<file path="config.mk">
export PLATFORM = sky130hd
export DESIGN_NAME = legv8_instr_encoder
export DESIGN_NICKNAME = d
export VERILOG_FILES = /design/src/rtl/legv8_instr_encoder.sv
export SDC_FILE = /design/constraint.sdc
export NUM_CORES = 1
export LEC_CHECK = 0
export BUFFER_PORTS_ARGS = -buffer_cell sky130_fd_sc_hd__buf_2
export CAP_MARGIN = 5
export CORE_MARGIN = 2
export CORE_UTILIZATION = 45
export CTS_CLUSTER_DIAMETER = 120
export CTS_CLUSTER_SIZE = 20
export DETAILED_ROUTE_END_ITERATION = 8
export PLACE_DENSITY_LB_ADDON = 0.3
export SLEW_MARGIN = 5
export SYNTH_ARGS = -nofsm -noshare
export SYNTH_HDL_FRONTEND = slang
export SYNTH_SLANG_ARGS = --single-unit
</file>
<file path="constraint.sdc">
create_clock -name clk -period 2.6 [get_ports clk]
set_clock_uncertainty 0.15 [all_clocks]
set_input_delay 0.52 -clock clk [delete_from_list [all_inputs] [get_ports clk]]
set_output_delay 0.52 -clock clk [all_outputs]
set_load 0.01 [all_outputs]
</file>
<file path="src/rtl/legv8_instr_encoder.sv">
// legv8_instr_encoder: packs ADD/SUB/AND/ORR/LDUR/STUR/CBZ fields into LEGv8 words and streams them into imem
module legv8_instr_encoder #(
  parameter int ADDR_W = 8,
  parameter int DEPTH = 64,
  parameter int BASE_ADDR = 0
) (
  input  logic                     clk,
  input  logic                     reset,
  input  logic                     start,
  input  logic                     finish,
  input  logic                     in_valid,
  output logic                     in_ready,
  input  logic [2:0]               in_op,
  input  logic [4:0]               in_rd,
  input  logic [4:0]               in_rn,
  input  logic [4:0]               in_rm,
  input  logic [18:0]              in_imm,
  output logic                     imem_we,
  output logic [ADDR_W-1:0]        imem_addr,
  output logic [31:0]              imem_wdata,
  output logic                     busy,
  output logic                     done,
  output logic                     err,
  output logic [$clog2(DEPTH):0]   word_count
);
  localparam int CW = $clog2(DEPTH) + 1;
  localparam logic [ADDR_W-1:0] BASE = ADDR_W'(BASE_ADDR);
  typedef enum logic [1:0] {IDLE, RUN, DONE} state_t;
  state_t state, state_nx;
  logic [ADDR_W-1:0] ptr;
  logic [10:0] r_opc;
  logic [31:0] word;
  logic accept, legal, last;
  assign in_ready = state == RUN && word_count < CW'(DEPTH) && !finish;
  assign accept = in_valid && in_ready;
  assign legal = in_op != 3'd7;
  assign last = word_count == CW'(DEPTH - 1);
  assign busy = state == RUN;
  assign done = state == DONE;
  always_comb begin
    r_opc = in_op == 3'd0 ? 11'b10001011000 :
            in_op == 3'd1 ? 11'b11001011000 :
            in_op == 3'd2 ? 11'b10001010000 : 11'b10101010000;
    word = in_op == 3'd6 ? {8'd180, in_imm, in_rd} :
           in_op[2] ? {in_op[0] ? 11'd1984 : 11'd1986, in_imm[8:0], 2'b00, in_rn, in_rd} :
           {r_opc, in_rm, 6'd0, in_rn, in_rd};
    state_nx = state;
    if (state == RUN) state_nx = (finish || (accept && legal && last)) ? DONE : RUN;
    else if (start) state_nx = RUN;
  end
  always_ff @(posedge clk) begin
    if (reset) begin
      state <= IDLE;
      ptr <= BASE;
      word_count <= '0;
      imem_we <= 1'b0;
      imem_addr <= BASE;
      imem_wdata <= '0;
      err <= 1'b0;
    end else begin
      state <= state_nx;
      imem_we <= accept && legal;
      err <= accept && !legal;
      if (state != RUN && start) begin
        ptr <= BASE;
        word_count <= '0;
      end else if (accept && legal) begin
        ptr <= ptr + ADDR_W'(4);
        word_count <= word_count + 1'b1;
        imem_addr <= ptr;
        imem_wdata <= word;
      end
    end
  end
endmodule

</file>
# Word-level counts from Yosys, hierarchy flattened
# Index checks and enable logic that the tools add are counted.
# totals
regBits	59
out_inout_bits	52
input_bits	42
# classes
order_cmp	1
eq_ne	8
n_reduce_logical	14
n_bitwise	1
mux	9
addsub	2
# op_table
op	count
2-to-1 mux 31 bit	2
2-to-1 mux 10 bit	2
2-to-1 mux 9 bit	1
adder 8 x 3 -> 8 bit (second input constant)	1
2-to-1 mux 2 bit	4
adder 7 x 1 -> 7 bit (second input constant)	1
== test 7 x 6 -> 1 bit (second input constant)	1
logical AND 1 bit	7
< comparator 7 bit (second input constant)	1
== test 3 x 1 -> 1 bit (second input constant)	1
== test 3 x 2 -> 1 bit (second input constant)	1
== test 3 bit (second input constant)	1
logical NOT 3 bit	1
!= test 3 bit (second input constant)	1
== test 2 x 1 -> 1 bit (second input constant)	1
== test 2 bit (second input constant)	1
logical NOT 1 bit	2
!= test 2 x 1 -> 1 bit (second input constant)	1
AND reduction 2 bit	1
nonzero test 2 bit	1
OR reduction 2 bit	1
logical OR 1 bit	1
inverter 1 bit	1

# Depth between registers and ports, before layout
# Gate-level depths: netlist of run 1.
# logic_depth
word_depth	9
ltp_mapped	7
mapped_depth_nobuf	5

# Worst setup path before layout of run 1
# OpenSTA, ideal clock, no wires.
# synth_path
kind	input to register
start	in finish
end	reg word_count[4]
setup_time_ns	0.059
n_path_buf	1
setup_slack_ns	0.521
required_ns	2.391
stages	6
arrival_ns	1.870
cell_sequence	or4b_1 buf_6 clkinv_8 nand3_4 or4_1 nand2_1
# synth_between
elab_chain_cells	4
# synth_lines
item	line_no	text
start, declared	10	input logic finish,
logical NOT 1 bit	34	assign in_ready = state == RUN && word_count < CW'(DEPTH) && !finish;
logical AND 1 bit	34	
named net in_ready	12	output logic in_ready,
logical AND 1 bit	35	assign accept = in_valid && in_ready;
logical AND 1 bit	67	end else if (accept && legal) begin
end signal, assigned	69	word_count <= word_count + 1'b1;
end, declared	24	output logic [$clog2(DEPTH):0] word_count
# The timed path passes the listed nets, and every way through them passes these cells.
# A chain may end at the register's enable or synchronous reset.

# Worst setup path after layout of run 1
# layout_path
start	reg state[1]
end	out in_ready
# layout_between
elab_chain_cells	3
# layout_lines
item	line_no	text
start, declared	29	state_t state, state_nx;
start signal, assigned	61	state <= state_nx;
== test 2 x 1 -> 1 bit	34	
logical AND 1 bit (2 in series)	34	
end, declared	12	
# Every way passes these cells.

==> results of run 1 <==
## sequential cells by signal, summed over array words and instances, names as in the netlist
| signal | cells |
|---|---|
| err | 1 |
| state | 2 |
| imem_wdata | 32 |
| ptr | 6 |
| word_count | 7 |
| imem_addr | 6 |
| imem_we | 1 |
## path summary, 6_finish.rpt
| check | slack [ps] | cells after the start | end | from |
|---|---|---|---|---|
| worst max-delay path | 360 | 4 | in_ready | state[1] |
| worst min-delay path | 270 | 2 | state[0] | finish |
| worst max register to register | 550 | 6 | word_count[4] | state[1] |
| worst min register to register | 290 | 2 | imem_wdata[15] | imem_wdata[15] |
## through the flow
step                hold slack (ps)  worst slack [ps]
floorplan                       294               521
global placement                285               349
detailed placement              288               323
CTS                             255               343
global route                    256               292
finish                          268               355
## layout make-up
| cell class | count | area, µm² | share of cell area (%) |
|---|---|---|---|
| Clock inverter | 1 | 5.00 | 0.170 |
| Clock buffer | 7 | 76.3 | 2.60 |
| Sequential cell | 55 | 1100 | 37.4 |
| Timing Repair Buffer | 98 | 520 | 17.7 |
| Multi-Input combinational cell | 199 | 1110 | 37.7 |
| Tap cell | 70 | 87.6 | 2.98 |
| Inverter | 8 | 42.5 | 1.45 |
## routing by layer
metal  share of wire [%]  wire length, µm  track usage, %  up-vias
li1                    -                -               -     1136
met1                  46             2560            25.8     1020
met2                  46             2540            33.0       78
met3                 7.1              396            5.57        6
met4                0.85               47            6.36        0
met5                   0                0               0        -
## power by group through the flow
stage	combinational, mW	clock, mW	sequential [mW]
after global placement	0.163	0	0.885
final	0.165	0.452	0.865
after floorplan	0.0923	0	0.890
after global routing	0.186	0.502	0.868
after detailed placement	0.165	0	0.885
after CTS	0.165	0.471	0.865
## synthesized netlist by cell type, types with 3 or more instances
library cell	number	area [µm²]
nand2_1	59	221
dfxtp_1	55	1100
a21oi_1	28	140
nor2_1	23	86.3
nand3_1	15	75.1
clkbuf_1	11	41.3
a211oi_1	7	52.6
inv_1	7	26.3
mux2i_1	7	70.1
nor4_1	7	43.8
xnor2_1	7	61.3
buf_2	5	25.0
a31oi_1	4	25.0
nand2b_1	4	25.0
a22oi_1	3	22.5
buf_4	3	22.5
o22ai_1	3	18.8
## cell families (layout without fill, tap and decap cells)
kind of cell             after synthesis  in the layout
adder cells (fa/ha/maj)                2              2
AND/OR/NAND/NOR                      123            123
XOR/XNOR                               9              9
AO/OA/AOI/OAI                         55             55
buffers and inverters                 30            114
multiplexers                           8              8
other                                  1              2
flip-flops                            55             55
## worst max-delay path: cells and delay by family (launching register included)
kind                   cells  cell delay [ps]
AND/OR/NAND/NOR            1              520
buffers and inverters      3              420
flip-flops                 1              340
==> metrics.cfg, run 1 <==
[layout]
drive_above_1_share_pct=29.3
diodes=0
final_cell_mix=buf_2, nand2_1, dfxtp_1, a21oi_1, nor2_1
fin_cells=438
layout_commonest_cell=buf_2
syn_to_final_growth_pct=24.9
nets=411
final_cell_area_um2=2940
fillers=499
post-route-util_pct=57.9

[setup_path]
end_kind=primary output
cp-start-kind=register
cp.arrival_ps=1570
crit_required_ps=1930
crit_chain=or4b_1 > buf_4 > clkinv_8 > buf_2
cp_max_fo=10
worst_path_largest_cell_delay_ps=520
cpMaxStageDelayCell=or4b_1
critPathKind=register to primary output

[floorplanning]
core_area_um2=5070
die_h_um=76.3
die_x_um=76.3
boundaryPins=94
dieArea_um2=5830
initial_core_util_pct=46.4
rows=26

[placement]
port_buffers=91
gp_congestion=0.832
place_area_um2=2860
dp.cells=430
dp_hpwl_um=3970

[yosys]
synth_ff_type=dfxtp_1
synth_top_family_by_area=simple AND/OR/NAND/NOR gates
ys_async_sr_fraction_pct=0
yosysSeqAreaShare_pct=46.8
ys_seq_elements=55
synth-simple-area-share_pct=24.4
yosys.area_share.adder_pct=1.06
synthXorXnorAreaFrac_pct=3.35
syn-instance-count=283
synth.area.mux_share_pct=3.45
synth_edf_count=0
synth-compound-area-share_pct=14.5
avgSynthCellArea_um2=8.32
synth_warnings=0
syn_area_um2=2350
yosys.cell_types.count=42

[drt]
via_per_inst=5.11
ant_nets=0
drt_wl_total_um=5540
drtIter0Drc=121
vias=2240
drt_pass1_iterations=4
route.detailed.drc=0
wire_per_inst_um=12.7

[power_and_ir_drop]
p_switching_mw=0.368
power.total_mw=1.48
leakagePower_nw=1.28
vdd_drop_max_mv=0.273
switching_share_pct=24.8
p_seq_share_pct=58.4
pwr-share-comb_pct=11.1
p_int_mw=1.11
powerDensity_nw_per_um2=504
clkPwrFrac_pct=30.5

[sta]
tns_ps=0
worstMarginPinSlew_ps=567
finalMaxSlewViolations=0
min_period_ps=2240
hold_viol=0
setup_viol=0
rsz0062_at_grt=no
max_freq_ghz=0.445
finalCritPeriodShare_pct=86.3
relSlewSlack_pct=62.1

[cts]
cts_resized=0
cts.hold.buffers_added=0
cts.sinks=55
clock_latency_ps=300
cts-root-buf=clkbuf_8
post_cts_buffers=0
cts_tree=yes
cts-htree-levels=2
path_clk_slew_ps=80
clockBufferDepth=2
cts_buffers=5

[grt]
grt_pass1_vias=2170
grt.total_usage_pct=20.1
grt_pass1_wl_um=9720
grt_start_max_net_pins=25
overflow=0
antenna_found_initial=0

[job]
cap_violations=0

[hold_path]
hp-class=primary input to register

[status]
status=complete, no violations

Power figures use the tool's default switching activity.
==> run 2, diff against run 1 <==
--- a/config.mk
+++ b/config.mk
@@ -8,7 +8,7 @@
 export BUFFER_PORTS_ARGS = -buffer_cell sky130_fd_sc_hd__buf_2
 export CAP_MARGIN = 5
 export CORE_MARGIN = 2
-export CORE_UTILIZATION = 45
+export CORE_UTILIZATION = 43
 export CTS_CLUSTER_DIAMETER = 120
 export CTS_CLUSTER_SIZE = 20
 export DETAILED_ROUTE_END_ITERATION = 8
==> constraint.sdc (replaced) <==
create_clock -name clk -period 1.9 [get_ports clk]
set_clock_uncertainty 0.15 [all_clocks]
set_input_delay 0.38 -clock clk [delete_from_list [all_inputs] [get_ports clk]]
set_output_delay 0.38 -clock clk [all_outputs]
set_load 0.01 [all_outputs]
==> run 2 against run 1 <==
Net effect: the run now ends with setup timing left; non-clock buffer count is 31 higher; critical path depth is 3 higher; via count is 7.5% higher; combinational power is 97% higher; hold slack worse by 130 ps.
==> metrics.cfg, run 2 (synthesis results as in run 1) <==
[sta]
min_period_ps=2040
finalMaxSlewViolations=0  ; unchanged
setup_viol=45  ; +45
tns_ps=-3580  ; -3580 ps
fin_hold_ws_ps=140  ; -127 ps
worstMarginPinSlew_ps=633  ; +65.5 ps
worst_slack_ps=-140  ; -495 ps
rsz0062_at_grt=yes
relSlewSlack_pct=57.8  ; -4.3 points
max_freq_ghz=0.490
hold_viol=0  ; unchanged
finalCritPeriodShare_pct=107

[power_and_ir_drop]
p_seq_share_pct=55.3  ; -3.1 points
switching_share_pct=26.4  ; +1.6 points
powerDensity_nw_per_um2=610  ; +21%
vdd_drop_max_mv=0.393  ; +44%
leakagePower_nw=1.54  ; +20%
p_switching_mw=0.565  ; +54%
p_int_mw=1.58  ; +41%
pwr-share-comb_pct=15.2  ; +4.1 points
clkPwrFrac_pct=29.5  ; -1.0 points

[placement]
port_buffers=91  ; unchanged
dpl_worst_slack_ps=-182  ; -505 ps
place_area_um2=3010  ; +5.3%
dp_hpwl_um=4340  ; +9.3%
gp_congestion=0.807  ; -3.0%

[cts]
cts_buffers=5  ; unchanged
cts_tree=yes
path_clk_slew_ps=100  ; +20 ps
clock_latency_ps=310  ; about the same
cts.hold.buffers_added=0  ; unchanged
clockBufferDepth=2  ; unchanged
cts-htree-levels=2  ; unchanged
cts.sinks=55  ; unchanged
cts-root-buf=clkbuf_8

[grt]
grt_pass1_wl_um=10700  ; +10%
grt_pass1_vias=2378  ; +9.6%
overflow=0  ; unchanged
grt.total_usage_pct=21.9  ; +1.8 points
grt_start_max_net_pins=34  ; +36%
antenna_found_initial=0  ; unchanged

[floorplanning]
die_x_um=78  ; +2.2%
die_h_um=78  ; +2.2%
rows=26  ; unchanged
dieArea_um2=6080  ; +4.4%
core_area_um2=5200  ; +2.6%
initial_core_util_pct=45.2  ; -1.2 points
boundaryPins=94  ; unchanged

[layout]
multi_input_area_um2=1290  ; +17%
syn_to_final_growth_pct=49.0
fillers=448  ; -10%
reg_top3=imem_wdata: 32 flops, word_count: 7 flops
largest_reg_flops=32  ; unchanged
final_cell_mix=buf_2, nand2_1, dfxtp_1, a21oi_1, buf_4
post-route-util_pct=67.4  ; +9.5 points
nets=442  ; +7.5%
layout_commonest_cell=buf_2
regArea_um2=1100  ; +0.23%
drive_above_1_share_pct=41.9  ; +13 points
largest_register=imem_wdata
diodes=0  ; unchanged
final_cell_area_um2=3510  ; +19%

[drt]
via_per_inst=5.13  ; +0.35%
drt_wl_total_um=6970  ; +26%
drtIter0Drc=95  ; -21%
drt_pass1_iterations=4  ; unchanged
wire_per_inst_um=14.9  ; +17%
route.detailed.drc=0  ; unchanged
vias=2407  ; +7.5%
ant_nets=0  ; unchanged

[status]
violations=setup timing
status=finished, violations left

[hold_path]
hold_depth=3  ; +1
worstHoldStart=in_imm[10]
hp-class=primary input to register

[setup_path]
r2r-start=state[1]
worst_path_largest_cell_delay_ps=570  ; +50 ps
crit_cells=7  ; +3
cp-start-kind=register
cp_max_fo=7  ; -3
crit_required_ps=1980  ; +50 ps
crit_path_start=state[1]
crit_chain=or4b_4 > buf_6 > nor3_4 > buf_6 > clkbuf_16 > nor2_1 > a211oi_1
critical_path.top_delay_family=simple AND/OR/NAND/NOR gates
critPathKind=register to register
cp.arrival_ps=2120  ; +550 ps
r2r_cells=7  ; +1
path_buf_inv=3  ; unchanged
end_kind=register
path_common_cell=buf_6
cpMaxStageDelayCell=or4b_4

[job]
cap_violations=0  ; unchanged

[run 2: cell types whose count changed in the layout (fill, tap and decap cells not counted), sizes merged]
cell	delta
buf	+28
clkinv	+2
clkbuf	+1
[run 2: final timing paths]
check / end / slack [ps]
worst max-delay path: imem_wdata[9] / -140
worst min-delay path: imem_wdata[15] / 140
worst max register to register: imem_wdata[9] / -140
worst min register to register: imem_wdata[14] / 310
[run 2: what timing repair did]
item                                    CTS  global route
resized for setup                        23            33
pin swaps                                14            24
gates cloned                              1             3
endpoints found under the setup margin   18            48
setup buffers                             4             7
[run 2: area by class of cell]
class	instances	area share [%]
Clock buffer	5	1.96
Clock inverter	3	0.428
Inverter	8	1.21
Multi-Input combinational cell	199	36.8
Sequential cell	55	31.5
Tap cell	70	2.50
Timing Repair Buffer	129	25.6
[run 2: tightest hold or removal path: cells and delay by family]
family / cells / cell delay (ps)
AND/OR/NAND/NOR: 1 / 60
buffers and inverters: 1 / 80
AO/OA/AOI/OAI: 1 / 50
[run 2: power by group through the flow]
stage	Sequential [mW]	Combinational, mW	Clock [mW]
CTS	1.18	0.286	0.640
global route	1.19	0.350	0.693
global placement	1.21	0.251	0
floorplan	1.22	0.129	0
detailed placement	1.21	0.256	0
finish	1.18	0.325	0.631
[run 2: per-layer routing]
layer  global-route usage [%]  share of wire (%)  vias up
li1                         -                  -     1198
met1                     27.4                 42     1122
met2                     36.1                 50       77
met3                     5.93                6.1       10
met4                     8.42                1.3        0
met5                        0                  0        -
[run 2: metrics by stage]
stage,instances,total power [mW]
floorplan,284,1.35
CTS,461,2.11
finish,469,2.14
detailed placement,448,1.47
global route,469,2.23
global placement,448,1.46
==> run 3, diff against run 2 <==
==> constraint.sdc (replaced) <==
create_clock -name clk -period 1.9 [get_ports clk]
set_clock_uncertainty 0.15 [all_clocks]
set_input_delay 0.285 -clock clk [delete_from_list [all_inputs] [get_ports clk]]
set_output_delay 0.285 -clock clk [all_outputs]
set_load 0.01 [all_outputs]
==> run 3 against run 2 <==
Net effect: the flow still finishes with violations (setup timing); total power decreased by 2.3%; first-iteration DRC count shrank 21%; register-to-register slack gained 130 ps; sequential power about the same; die area unchanged; via count shrank 2.6%; worst setup slack improved by 130 ps; combinational power down 17%; global-route usage fell by 2.6 points; sequential share of layout area rose by 2.7 points; clock-buffer cell count unchanged; largest cell class unchanged; largest power group unchanged.
==> metrics.cfg, run 3 (synthesis results as in run 1) <==
[placement]
dpl_worst_slack_ps=-167  ; +15.0 ps
dp_hpwl_um=4220  ; -2.8%
port_buffers=91  ; unchanged
gp_congestion=0.790  ; -2.0%

[cts]
cts.hold.buffers_added=0  ; unchanged
cts.sinks=55  ; unchanged
clockBufferDepth=2  ; unchanged
cts_tree=yes
cts_buffers=5  ; unchanged
cts-htree-levels=2  ; unchanged
clock_latency_ps=310  ; about the same
cts-root-buf=clkbuf_8
path_clk_slew_ps=100  ; about the same

[floorplanning]
die_x_um=78  ; unchanged
die_h_um=78  ; unchanged
rows=26  ; unchanged
dieArea_um2=6080  ; unchanged
boundaryPins=94  ; unchanged
core_area_um2=5200  ; unchanged
initial_core_util_pct=45.2  ; unchanged

[grt]
grt_pass1_vias=2143  ; -9.9%
grt_pass1_wl_um=9470  ; -12%
grt_start_max_net_pins=28  ; -18%
antenna_found_initial=0  ; unchanged
overflow=0  ; unchanged
grt.total_usage_pct=19.4  ; -2.6 points

[job]
cap_violations=0  ; unchanged

[hold_path]
worstHoldStart=in_imm[9]
hp-class=primary input to register
hold_depth=3  ; unchanged
hold_end=imem_wdata[14]

[drt]
route.detailed.drc=0  ; unchanged
highest_layer=met4
drt_wl_total_um=5990  ; -14%
wire_per_inst_um=13.0  ; -12%
met1_length_um=2660  ; -10%
via_per_inst=5.10  ; -0.67%
drt_pass1_iterations=4  ; unchanged
drtIter0Drc=75  ; -21%
vias=2345  ; -2.6%
ant_nets=0  ; unchanged
wl_met2_um=2750  ; -21%
wl_met3_um=496  ; +17%

[layout]
multi_input_area_um2=1190  ; -7.6%
syn_to_final_growth_pct=36.9
largest_reg_flops=32  ; unchanged
largest_register=imem_wdata
nets=433  ; -2.0%
reg_top3=imem_wdata: 32 flops, word_count: 7 flops
fillers=477  ; +6.5%
layout_commonest_cell=buf_2
diodes=0  ; unchanged
drive_above_1_share_pct=38.7  ; -3.1 points
post-route-util_pct=61.9  ; -5.5 points
regArea_um2=1100  ; -0.11%
final_cell_mix=buf_2, nand2_1, dfxtp_1, a21oi_1

[power_and_ir_drop]
powerDensity_nw_per_um2=649  ; +6.4%
vdd_drop_max_mv=0.484  ; +23%
leakagePower_nw=1.41  ; -8.5%

[setup_path]
r2r-start=state[1]
r2r_slack_ps=-6  ; +130 ps
cp-start-kind=register
r2r-end=imem_wdata[29]
cp.arrival_ps=1960  ; -160 ps
end_kind=register
crit_required_ps=1950  ; -30 ps
cp_max_fo=5  ; -2
critPathKind=register to register
r2r_cells=5  ; -2

[sta]
setup_viol=1  ; -98%
min_period_ps=1910  ; -134 ps
max_freq_ghz=0.525  ; +7.0%
rsz0062_at_grt=yes
hold_viol=0  ; unchanged
finalMaxSlewViolations=0  ; unchanged
finalCritPeriodShare_pct=100  ; -7.1 points
tns_ps=-6.00  ; +3580 ps
worst_slack_ps=-6.00  ; +134 ps

[status]
violations=setup timing
status=finished, violations left

-- run 3: cell types whose count changed in the layout (fill, tap and decap cells not counted), moves of 4 or more --
cell,previous run,this run
nor4_4,6,0
a21oi_2,4,0
nor4_2,0,6
buf_12,5,1
a21oi_1,24,28
-- run 3: worst max-delay path, cell delays in order, from the launching register on --
cell	delay (ps)
dfxtp_2	330
or4b_4	600
nor3_4	220
buf_6	140
nor2_1	50
a311oi_1	310
-- run 3: where the power goes --
part / leakage, nW / total (mW) / switching, mW / internal (mW)
clock: 0.0402 / 0.638 / 0.381 / 0.257
combinational: 0.925 / 0.270 / 0.149 / 0.121
sequential: 0.445 / 1.18 / 0.0114 / 1.17
total: 1.41 / 2.09 / 0.541 / 1.55
-- run 3: worst max path at each step --
stage	from	slack, ps	cells after the start	to
floorplan	state[1]	60	7	imem_wdata[19]
global placement	finish	-130	7	ptr[2]
detailed placement	finish	-170	7	imem_wdata[6]
CTS	state[1]	-20	6	word_count[5]
global route	state[1]	-100	6	imem_wdata[22]
finish	state[1]	-6	5	imem_wdata[29]
-- run 3: cell type report --
cell class	count	area share, %
multi-input cells	199	37.0
flip-flops and latches	55	34.2
repair buffers	120	22.0
well taps	70	2.72
clock buffers	5	2.14
inverters	8	1.32
clock inverters	3	0.621
-- run 3: timing repair --
action,CTS,global route
gates resized for setup,12,17
buffers inserted,3,3
pin swaps,5,6
cloned,1,1
setup endpoints to repair,36,45
-- run 3: through the flow --
step	hold WS (ps)	area, µm²	power [mW]	cells
floorplan	229	2360	1.34	284
global placement	272	2980	1.45	446
detailed placement	279	2980	1.46	446
CTS	34.7	3140	2.11	457
global route	34.6	3220	2.20	460
finish	41.1	3220	2.09	460
-- run 3: routing by layer --
layer  vias to the layer above  GRT usage [%]
li1                       1175              -
met1                      1068           23.8
met2                        88           31.8
met3                        14           6.98
met4                         0           5.79
met5                         -              0
